`config.mk`:
```
export PLATFORM = sky130hd
export DESIGN_NAME = avalon_write_master
export DESIGN_NICKNAME = d
export VERILOG_FILES = /design/src/rtl/avalon_write_master.sv
export SDC_FILE = /design/constraint.sdc
export NUM_CORES = 1
export LEC_CHECK = 0
export ABC_AREA = 1
export BUFFER_PORTS_ARGS = -buffer_cell sky130_fd_sc_hd__buf_2
export CAP_MARGIN = 20
export CORE_MARGIN = 4
export CORE_UTILIZATION = 26
export CTS_BUF_LIST = sky130_fd_sc_hd__clkbuf_4 sky130_fd_sc_hd__clkbuf_8
export CTS_CLUSTER_DIAMETER = 60
export CTS_CLUSTER_SIZE = 24
export DETAILED_ROUTE_END_ITERATION = 8
export GPL_ROUTABILITY_DRIVEN = 0
export SLEW_MARGIN = 20
export SYNTH_ARGS = -nofsm -noshare
export SYNTH_HDL_FRONTEND = slang
export SYNTH_SLANG_ARGS = --single-unit
```
`constraint.sdc`:
```
create_clock -name clk -period 6.3 [get_ports clk]
set_clock_uncertainty 0.05 [all_clocks]
set_input_delay 0.945 -clock clk [delete_from_list [all_inputs] [get_ports clk]]
set_output_delay 0.945 -clock clk [all_outputs]
set_load 0.01 [all_outputs]
```
`src/rtl/avalon_write_master.sv`:
```
// Avalon-MM single-word write master fed by a show-ahead write-data FIFO.
// Optional stall cycle counter enabled with `define AVALON_WM_STALL_COUNT_EN.
module avalon_write_master #(
  parameter int DATAWIDTH       = 32,
  parameter int BYTEENABLEWIDTH = 4,
  parameter int ADDRESSWIDTH    = 26,
  parameter int FIFODEPTH       = 16,
  parameter int FIFODEPTH_LOG2  = 4
) (
  input  logic                       clk,
  input  logic                       reset,
  input  logic                       control_fixed_location,
  input  logic [ADDRESSWIDTH-1:0]    control_write_base,
  input  logic [ADDRESSWIDTH-1:0]    control_write_length,
  input  logic                       control_go,
  output logic                       control_done,
  input  logic                       user_write_buffer,
  input  logic [DATAWIDTH-1:0]       user_buffer_data,
  output logic                       user_buffer_full,
  output logic [ADDRESSWIDTH-1:0]    master_address,
  output logic                       master_write,
  output logic [BYTEENABLEWIDTH-1:0] master_byteenable,
  output logic [DATAWIDTH-1:0]       master_writedata,
  input  logic                       master_waitrequest,
`ifdef AVALON_WM_STALL_COUNT_EN
  output logic [31:0]                stall_count,
`endif
  output logic                       state_dbg
);

  localparam logic [ADDRESSWIDTH-1:0] STEP       = ADDRESSWIDTH'(BYTEENABLEWIDTH);
  localparam logic [ADDRESSWIDTH-1:0] ALIGN_MASK = ~ADDRESSWIDTH'(BYTEENABLEWIDTH - 1);
  localparam logic [FIFODEPTH_LOG2:0] FULL_CNT   = (FIFODEPTH_LOG2 + 1)'(FIFODEPTH);

  typedef enum logic {IDLE = 1'b0, RUN = 1'b1} state_t;

  state_t                    state;
  logic [ADDRESSWIDTH-1:0]   length_q;
  logic                      fixed_q;

  logic [DATAWIDTH-1:0]      mem [FIFODEPTH];
  logic [FIFODEPTH_LOG2-1:0] wr_ptr;
  logic [FIFODEPTH_LOG2-1:0] rd_ptr;
  logic [FIFODEPTH_LOG2:0]   count;
  logic [FIFODEPTH_LOG2:0]   count_next;

  logic                      push;
  logic                      pop;
  logic                      last;
  logic [ADDRESSWIDTH-1:0]   go_length;
  logic                      go_accept;

  // Handshake: a word transfers on any rising edge where master_write is high
  // and master_waitrequest is low; address and data are held otherwise.
  assign push      = user_write_buffer && !user_buffer_full;
  assign pop       = master_write && !master_waitrequest;
  assign last      = (length_q == STEP);
  assign go_length = control_write_length & ALIGN_MASK;
  assign go_accept = (state == IDLE) && control_go && (go_length != '0);

  assign master_byteenable = '1;
  assign master_writedata  = mem[rd_ptr];
  assign state_dbg         = (state == RUN);

  always_comb begin
    count_next = count;
    case ({push, pop})
      2'b10:   count_next = count + 1'b1;
      2'b01:   count_next = count - 1'b1;
      default: count_next = count;
    endcase
  end

  always_ff @(posedge clk or negedge reset) begin
    if (!reset) begin
      wr_ptr           <= '0;
      rd_ptr           <= '0;
      count            <= '0;
      user_buffer_full <= 1'b0;
      for (int i = 0; i < FIFODEPTH; i++) mem[i] <= '0;
    end else begin
      if (push) begin
        mem[wr_ptr] <= user_buffer_data;
        wr_ptr      <= wr_ptr + 1'b1;
      end
      if (pop) rd_ptr <= rd_ptr + 1'b1;
      count            <= count_next;
      user_buffer_full <= (count_next == FULL_CNT);
    end
  end

  // master_write looks ahead at the post-edge FIFO occupancy so it stays a
  // pure register output with no path from master_waitrequest.
  always_ff @(posedge clk or negedge reset) begin
    if (!reset) begin
      state          <= IDLE;
      control_done   <= 1'b1;
      master_write   <= 1'b0;
      master_address <= '0;
      length_q       <= '0;
      fixed_q        <= 1'b0;
    end else begin
      case (state)
        IDLE: begin
          master_write <= 1'b0;
          control_done <= 1'b1;
          if (go_accept) begin
            master_address <= control_write_base & ALIGN_MASK;
            length_q       <= go_length;
            fixed_q        <= control_fixed_location;
            control_done   <= 1'b0;
            state          <= RUN;
          end
        end
        RUN: begin
          if (pop) begin
            length_q <= length_q - STEP;
            if (!fixed_q) master_address <= master_address + STEP;
            if (last) begin
              state        <= IDLE;
              control_done <= 1'b1;
              master_write <= 1'b0;
            end else begin
              master_write <= (count_next != '0);
            end
          end else begin
            master_write <= (count_next != '0);
          end
        end
        default: state <= IDLE;
      endcase
    end
  end

`ifdef AVALON_WM_STALL_COUNT_EN
  always_ff @(posedge clk or negedge reset) begin
    if (!reset) begin
      stall_count <= '0;
    end else if (go_accept) begin
      stall_count <= '0;
    end else if (master_write && master_waitrequest && (stall_count != 32'hFFFF_FFFF)) begin
      stall_count <= stall_count + 1'b1;
    end
  end
`endif

endmodule

```
==> run_results.csv, run 1 <==
group,metric,value,unit
clock_network,root_buffer,"clkbuf_8",
clock_network,clk_pin_slew,100,ps
setup_path,reg2reg_from,"state_dbg",
global_route,grtUsageTotal,13.8,%
setup_path,critPathMostFrequentCell,"buf_4",
sta,rsz0062_at_grt,"false",
floorplan,fp.coreArea,107000,um2
clock_network,cts-hold-fix-buffers,0,
cells_and_area,register_area,14500,um2
logic_synthesis,synth_xor_area_share,0.469,%
clock_network,htree_levels,2,
detailed_routing,drc_errors,0,
setup_path,worstReg2RegEnd,"master_address[4]",
setup_path,worst_ep_arrival_time,3820,ps
setup_path,critical-path-max-stage-delay,750,ps
detailed_routing,dr.pass1.iters,5,
setup_path,cp.depth,7,
clock_network,cts_tree,"yes",
placed_design,placed_area,29400,um2
logic_synthesis,ys_seq_area_share,51.7,%
logic_synthesis,synth_top_family_by_area,"compound AO/OA/AOI/OAI gates",
power_and_ir_drop,p_clk_share,18.3,%
setup_path,reg2regPathDepth,6,
sta,setup_tns,0,ps
clock_network,cts_buffer_depth,3,
detailed_routing,wl_per_cell,16.4,um
logic_synthesis,synth_area,28000,um2
power_and_ir_drop,power_density,523,nW/um2
logic_synthesis,synth_mux_area_share,0,%
floorplan,die_area,113000,um2
logic_synthesis,avgSynthCellArea,8.20,um2
setup_path,timing.critical_path.buf_inv,3,
logic_synthesis,netlist_instances,3412,
placed_design,numPortBuffers,145,
setup_path,crit_required,5300,ps
setup_path,critPathTopFamily,"buffers and inverters",
power_and_ir_drop,leakage,13.8,nW
detailed_routing,ant_nets,0,
setup_path,rrSetupSlack,3300,ps
detailed_routing,routed_wl,79300,um
power_and_ir_drop,pwr-share-comb,41.4,%
logic_synthesis,synth_edf_count,0,
logic_synthesis,synthFlopType,"dfrtp_1",
power_and_ir_drop,swShare,43.8,%
global_route,grt_max_degree,181,
global_route,grt_pass1_vias,21700,
sta,relSlewSlack,25.2,%
logic_synthesis,synth-simple-area-share,18.6,%
setup_path,cp_max_fo,61,
floorplan,initial_core_util,26.2,%
floorplan,die-height,336,um
run,maxCapViolCount,0,
setup_path,critPathSlowestCell,"buf_4",
cells_and_area,fin_area,31000,um2
power_and_ir_drop,p_int,9.10,mW
cells_and_area,layout_commonest_cell,"nand2_1",
sta,timing.fmax,208,MHz
sta,final_max_slew_viol_count,0,
clock_network,clock-sinks,578,
outcome,outcome,"completed",
power_and_ir_drop,p_seq_share,40.2,%
cells_and_area,drive_gt1_share,11.6,%
sta,hold_viol,0,
clock_network,cts_resized,0,
placed_design,post-dp-hpwl,43200,um
setup_path,start_kind,"register",
logic_synthesis,async_flop_share,100,%
power_and_ir_drop,switchingPower,7.10,mW
cells_and_area,area_growth,10.7,%
min_path,hold_class,"primary input to async pin",
cells_and_area,fillers,11600,
detailed_routing,via_count,22700,
sta,fin_crit,4810,ps
setup_path,crit_type,"register to output pin",
cells_and_area,nNetsFinal,3493,
clock_network,clock_latency,760,ps
floorplan,rows,120,
power_and_ir_drop,vdd_drop_max,0.000275,V
sta,max_slew.worst_pin.slew,1120,ps
floorplan,io_pins,156,
logic_synthesis,yosysWarnings,0,
global_route,grt_overflow_total,0,
detailed_routing,drtIter0Drc,2020,
logic_synthesis,synth-compound-area-share,20.6,%
global_route,grt_pass1_wl,124000,um
detailed_routing,drt-vias-per-instance,4.68,
setup_path,endpoint_kind,"output pin",
setup_path,crit_path_cell_trace,"buf_4 > buf_4 > o21ai_0 > o221ai_1 > nand3_1 > nand2_1 > buf_2",
cells_and_area,multiInputGateArea,11300,um2
logic_synthesis,ys_seq_elements,578,
clock_network,cts_setup_buffers,0,
power_and_ir_drop,finalPower,16.2,mW
floorplan,fp.dieW,336,um
cells_and_area,final_cell_mix,"nand2_1 (675), o21ai_0 (613), dfrtp_1 (572), nor2_1 (343), inv_1 (229)",
global_route,antenna_found_initial,4,
logic_synthesis,synth_cell_types,41,
sta,finalCritPeriodShare,76.4,%
sta,setup_viol,0,
clock_network,cts_buffers,59,
logic_synthesis,synthAdderAreaFrac,0.492,%
## power by group through the flow
stage	Combinational (mW)	Sequential (mW)	Clock, mW
floorplan	5.00	6.26	0
global placement	6.65	6.53	0
detailed placement	6.75	6.58	0
CTS	6.76	6.52	3.07
global route	7.62	6.74	3.23
finish	6.71	6.52	2.97
## synth_stat cells, drive strengths merged (4+ instances only)
master | count | share of area [%]
o221ai | 43 | 1.3
a21oi | 261 | 5.4
nand2 | 682 | 9.2
dfrtp | 577 | 52
o31ai | 4 | 0.13
nand4 | 10 | 0.22
or2 | 9 | 0.20
nand3 | 182 | 3.3
o21ai | 693 | 12
ha | 11 | 0.49
buf | 131 | 3.1
nand3b | 4 | 0.11
clkbuf | 130 | 1.7
o211ai | 30 | 0.80
inv | 239 | 3.2
nor2 | 360 | 5.5
xnor2 | 6 | 0.19
o22ai | 22 | 0.49
xor2 | 9 | 0.28
## cell families (layout without fill, tap and decap cells)
kind of cell,Yosys count,in the layout
DFF,578,578
AOI/OAI and AO/OA,1053,1053
buffers and inverters,502,529
and+or+nand+nor,1251,1251
adders and majority gates,11,11
xor gates and xnor gates,15,15
other,2,8
## metal layers
layer  GRT usage (%)  vias up  share of wire (%)
met3            2.07      105                5.2
met1            19.2    10800                 47
met5               0        -              0.016
li1                -    11200                  -
met4            3.87        2                2.2
met2            22.4      602                 46
## worst max-delay path by stage
stage / startpoint / slack (ps) / end
CTS: rd_ptr[1] / 1400 / master_writedata[9]
global placement: rd_ptr[1] / 2330 / master_writedata[9]
finish: rd_ptr[1] / 1490 / master_writedata[9]
global route: rd_ptr[1] / 1240 / master_writedata[21]
detailed placement: rd_ptr[1] / 2300 / master_writedata[9]
floorplan: user_write_buffer / 3500 / master_write
## final cells by class
class                           instances  area share [%]
Clock inverter                         51            2.28
Clock buffer                           61            2.69
Inverter                              241            2.95
Multi-Input combinational cell       2336            36.4
Sequential cell                       578            46.7
Timing Repair Buffer                  176            3.29
Antenna cell                            2          0.0161
Tap cell                             1403            5.66
## state kept, by name, summed over array words and instances, names as in the netlist
signal	cells
state_dbg	1
count	5
master_write	1
fixed_q	1
rd_ptr	4
mem	512
user_buffer_full	1
master_address	24
wr_ptr	4
length_q	24
control_done	1
## per-stage QoR
step / utilization [%] / hold WS, ps / setup WS (ps) / std cells
after global placement: 27.5 / 411 / 2330 / 4732
after global routing: 29.0 / 30.2 / 1240 / 4848
after detailed placement: 27.5 / 418 / 2300 / 4732
after CTS: 28.9 / 0.436 / 1400 / 4844
final: 29.0 / 65.5 / 1490 / 4848
after floorplan: - / 398 / 3500 / 3416
Power figures use the tool's default switching activity.
==> inputs of run 2 (changes only) <==
clock period = 4 ns   (was 6.3 ns; I/O delays follow)
==> run 2 against run 1 <==
  * Final area grew 2.1%
  * Non-clock buffer count rose by 51
  * Cell count increased by 1.1%
  * Hold slack better by 11 ps
  * Clock power grew 64%
  * Largest cell class unchanged
  * Largest power group unchanged
==> run_results.csv, run 2 (same netlist as run 1, synthesis figures left out) <==
group,metric,value,unit
outcome,outcome,"completed",
setup_path,crit_required,3350,ps
setup_path,critPathSlowestCell,"dfrtp_4",
sta,timing.fmax,266,MHz
floorplan,die-height,336,um
sta,finalCritPeriodShare,93.8,%
global_route,grt_overflow_total,0,
power_and_ir_drop,switchingPower,11.4,mW
cells_and_area,regMostFlops,"mem",
sta,final_max_slew_viol_count,0,
cells_and_area,top_regs,"mem: 512 flops, length_q: 24 flops, master_address: 24 flops",
detailed_routing,wl_per_cell,16.2,um
global_route,grtUsageTotal,13.9,%
setup_path,cp_max_fo,178,
floorplan,die_area,113000,um2
cells_and_area,diodes,0,
placed_design,numPortBuffers,145,
floorplan,initial_core_util,26.2,%
clock_network,root_buffer,"clkbuf_8",
power_and_ir_drop,swShare,44.0,%
clock_network,cts_buffer_depth,3,
clock_network,cts_buffers,61,
run,maxCapViolCount,0,
clock_network,clock_latency,730,ps
sta,setup_tns,0,ps
power_and_ir_drop,p_clk_share,18.7,%
floorplan,rows,120,
floorplan,fp.coreArea,107000,um2
clock_network,cts_tree,"yes",
cells_and_area,largest_register_ff_count,512,
setup_path,worst_ep_arrival_time,3100,ps
global_route,grt_pass1_vias,22000,
detailed_routing,drt-vias-per-instance,4.70,
setup_path,critPathTopFamily,"buffers and inverters",
clock_network,clk_pin_slew,120,ps
power_and_ir_drop,p_seq_share,39.2,%
floorplan,io_pins,156,
setup_path,start_kind,"register",
cells_and_area,area_growth,13.1,%
sta,relSlewSlack,29.7,%
setup_path,crit_path_cell_trace,"buf_12 > o21ai_0 > o221ai_1 > nand3_1 > nand2_1 > buf_2",
detailed_routing,drc_errors,0,
cells_and_area,finalNonFillerCells,4900,
global_route,grt_pass1_wl,126000,um
sta,max_slew.worst_pin.slew,1050,ps
power_and_ir_drop,pwr-share-comb,42.1,%
setup_path,crit_type,"register to output pin",
detailed_routing,ant_nets,0,
cells_and_area,final_cell_mix,"nand2_1 (675), o21ai_0 (613), dfrtp_1 (572), nor2_1 (343), inv_1 (229)",
sta,fin_crit,3750,ps
placed_design,post-dp-hpwl,46700,um
power_and_ir_drop,vdd_drop_max,0.000630,V
detailed_routing,drtIter0Drc,1805,
cells_and_area,layout_commonest_cell,"nand2_1",
sta,hold_viol,0,
detailed_routing,via_count,23000,
cells_and_area,nNetsFinal,3546,
clock_network,cts_resized,0,
global_route,grt_max_degree,179,
min_path,hold_class,"primary input to register",
setup_path,timing.critical_path.buf_inv,2,
placed_design,dp_cells,4760,
sta,whs,76.5,ps
setup_path,critical-path-max-stage-delay,630,ps
sta,rsz0062_at_grt,"false",
detailed_routing,dr.pass1.iters,5,
power_and_ir_drop,power_density,819,nW/um2
power_and_ir_drop,leakage,14.2,nW
cells_and_area,drive_gt1_share,12.2,%
clock_network,clock-sinks,578,
detailed_routing,routed_wl,79400,um
clock_network,htree_levels,2,
global_route,antenna_found_initial,1,
floorplan,fp.dieW,336,um
setup_path,endpoint_kind,"output pin",
sta,setup_viol,0,
power_and_ir_drop,p_int,14.5,mW
## run 2: changes by cell type in the layout (fill, tap and decap cells not counted), sizes merged, moves of 3 or more
cell,delta
clkinvlp,-4
clkinv,-5
dlygate4sd3,+25
buf,+26
clkbuf,+3
inv,+11
## run 2: power groups by stage
stage          combinational [mW]  clock [mW]  sequential [mW]
2_1_floorplan                7.88           0             9.85
3_3_place_gp                 10.8           0             10.2
3_5_place_dp                 11.0           0             10.3
4_1_cts                      11.0        5.03             10.1
5_1_grt                      12.4        5.26             10.5
6_report                     10.9        4.86             10.1
## run 2: layout make-up
| cell class | instances | area (um2) |
|---|---|---|
| fill | 11500 | 75300 |
| sequential | 578 | 14500 |
| multi-input combinational | 2336 | 11300 |
| tap | 1403 | 1760 |
| timing repair buffer | 227 | 1610 |
| inverter | 241 | 915 |
| clock buffer | 64 | 868 |
| clock inverter | 51 | 741 |
## run 2: through the flow
step	utilization (%)	instance area [um2]	power [mW]	setup WS [ps]
CTS	29.6	31700	26.2	178
finish	29.6	31700	25.9	247
detailed placement	27.9	29800	21.2	1070
global route	29.6	31700	28.1	47.0
floorplan	-	28000	17.7	1540
global placement	27.9	29800	21.0	1050
## run 2: tightest hold or removal path, cell delays in order
cell and delay (ps):
buf_2 150, nand2_1 60, o21ai_0 60
## run 2: final timing paths
kind | from | endpoint | slack (ps) | cells after the start
worst max-delay path | rd_ptr[0] | master_writedata[11] | 250 | 6
max in group asynchronous | reset | mem[200] | 2520 | 3
worst min-delay path | user_buffer_data[12] | mem[332] | 80 | 3
worst max register to register | user_buffer_full | master_write | 1390 | 14
worst min register to register | mem[75] | mem[75] | 440 | 2
min in group asynchronous | reset | rd_ptr[2] | 340 | 2
## run 2: metal layers
layer  GRT usage (%)  wire [um]  share of wire [%]  vias up
li1                -          -                  -    11300
met2            22.5      36100                 45      627
met4            4.04       2030                2.6        2
met3            1.99       4210                5.3      114
met1            19.3      37100                 47    10900
met5               0         13              0.016        -
## run 2: what timing repair did
| action | 4_1_cts | 5_1_grt |
|---|---|---|
| endpoints found under the hold margin | 132 | 0 |
| setup buffers | 0 | 0 |
| hold buffers | 25 | 0 |
==> inputs of run 3 (changes only) <==
CORE_UTILIZATION = 45   (was 26)
PLACE_DENSITY_LB_ADDON = 0.1   (was unset)
==> run 3 against run 2 <==
  * Clock-buffer cell count is 15 lower
  * Flip-flop and latch count stayed put
  * Sequential share of layout area is 2.2 points higher
  * Fmax is 5.5% higher
  * Core utilization is 19 points higher
  * Largest cell class unchanged
  * Largest power group unchanged
==> run_results.csv, run 3 (same netlist as run 1, synthesis figures left out) <==
group,metric,value,unit
power_and_ir_drop,p_clk_share,15.7,%
power_and_ir_drop,finalPower,25.0,mW
floorplan,fp.dieW,257,um
cells_and_area,area_growth,7.97,%
power_and_ir_drop,p_int,13.8,mW
global_route,grt_overflow_total,0,
sta,fin_crit,3560,ps
setup_path,crit_type,"register to output pin",
clock_network,root_buffer,"clkbuf_8",
setup_path,start_kind,"register",
sta,final_max_slew_viol_count,0,
sta,rsz0062_at_grt,"false",
sta,setup_tns,0,ps
cells_and_area,largest_register_ff_count,512,
power_and_ir_drop,swShare,44.7,%
setup_path,cp_max_fo,210,
detailed_routing,drc_errors,0,
cells_and_area,layout_commonest_cell,"nand2_1",
global_route,grt_max_degree,211,
power_and_ir_drop,p_seq_share,40.8,%
sta,hold_viol,0,
global_route,grtUsageTotal,23.9,%
sta,finalCritPeriodShare,88.9,%
clock_network,clock_latency,690,ps
detailed_routing,wl_per_cell,18.6,um
detailed_routing,ant_nets,0,
cells_and_area,drive_gt1_share,11.4,%
cells_and_area,fin_util,49.1,%
power_and_ir_drop,vdd_drop_max,0.000614,V
clock_network,clk_pin_slew,130,ps
floorplan,die-height,257,um
sta,setup_viol,0,
floorplan,io_pins,156,
sta,timing.fmax,281,MHz
power_and_ir_drop,leakage,13.8,nW
global_route,antenna_found_initial,7,
cells_and_area,top_regs,"mem: 512 flops, length_q: 24 flops, master_address: 24 flops",
clock_network,clock-sinks,578,
global_route,grt_pass1_wl,127000,um
clock_network,cts_tree,"yes",
clock_network,cts_buffer_depth,3,
cells_and_area,final_cell_mix,"nand2_1 (675), o21ai_0 (613), dfrtp_1 (573), nor2_1 (343), inv_1 (229)",
power_and_ir_drop,switchingPower,11.2,mW
placed_design,post-dp-hpwl,47400,um
run,maxCapViolCount,0,
detailed_routing,routed_wl,79700,um
cells_and_area,fillers,5961,
floorplan,rows,91,
placed_design,dp_cells,4187,
power_and_ir_drop,power_density,827,nW/um2
floorplan,initial_core_util,45.4,%
cells_and_area,fin_area,30200,um2
setup_path,worst_ep_arrival_time,2910,ps
cells_and_area,nNetsFinal,3501,
placed_design,placed_area,29000,um2
clock_network,cts_buffers,47,
setup_path,endpoint_kind,"output pin",
min_path,hold_class,"primary input to register",
detailed_routing,drt-vias-per-instance,5.46,
cells_and_area,finalNonFillerCells,4280,
cells_and_area,regMostFlops,"mem",
floorplan,die_area,66200,um2
setup_path,crit_required,3350,ps
detailed_routing,drtIter0Drc,2025,
placed_design,numPortBuffers,145,
sta,max_slew.worst_pin.slew,1110,ps
outcome,outcome,"completed",
global_route,grt_pass1_vias,22700,
detailed_routing,via_count,23400,
power_and_ir_drop,pwr-share-comb,43.5,%
sta,relSlewSlack,25.9,%
clock_network,htree_levels,2,
floorplan,fp.coreArea,61600,um2
detailed_routing,dr.pass1.iters,5,
-- run 3: per-stage QoR --
stage / hold slack [ps] / setup slack, ps
after floorplan: 254 / 1540
after global placement: 410 / 1150
after detailed placement: 418 / 1190
after CTS: 35.7 / 398
after global routing: 67.9 / 303
final: 104 / 444
-- run 3: worst paths after layout --
path,startpoint,end,slack (ps),depth (start not counted)
min in group asynchronous,reset,mem[305],480,2
worst max-delay path,rd_ptr[0],master_writedata[8],440,6
max in group asynchronous,reset,mem[181],2420,3
worst max register to register,user_buffer_full,master_write,1500,14
worst min register to register,mem[51],mem[51],440,2
worst min-delay path,control_fixed_location,fixed_q,100,3
-- run 3: critical path: stages (launching register included) --
cell and delay, ps:
dfrtp_4 480, buf_12 590, o21ai_0 210, o22ai_1 210
o211ai_1 100, nand2_1 250, buf_2 190
-- run 3: per-layer routing --
metal	global-route usage, %	vias to the layer above	wire (um)
met4	6.16	0	1870
met5	0	-	0
met2	39.3	777	37100
met3	2.90	123	4890
li1	-	11200	-
met1	34.1	11200	35800
-- run 3: what timing repair did --
action                     CTS  global route
setup endpoints to repair    0             0
gates resized for setup      0             0
hold buffers                 1             0
setup buffers                0             0
hold endpoints to repair    82             0
-- run 3: power groups by stage --
stage               Sequential [mW]  Clock (mW)  Combinational, mW
global placement               10.2           0               10.6
global route                   10.5        4.29               12.3
detailed placement             10.3           0               10.9
finish                         10.2        3.93               10.9
floorplan                      9.85           0               7.88
CTS                            10.2        4.07               10.9
-- run 3: area by class of cell --
type | instances | area (um2) | area share (%)
multi-input cells | 2336 | 11300 | 37.3
flip-flops and latches | 578 | 14500 | 47.9
clock buffers | 49 | 668 | 2.21
repair buffers | 196 | 1320 | 4.37
inverters | 241 | 912 | 3.02
well taps | 837 | 1050 | 3.47
clock inverters | 39 | 502 | 1.66
diodes | 4 | 10.0 | 0.0331
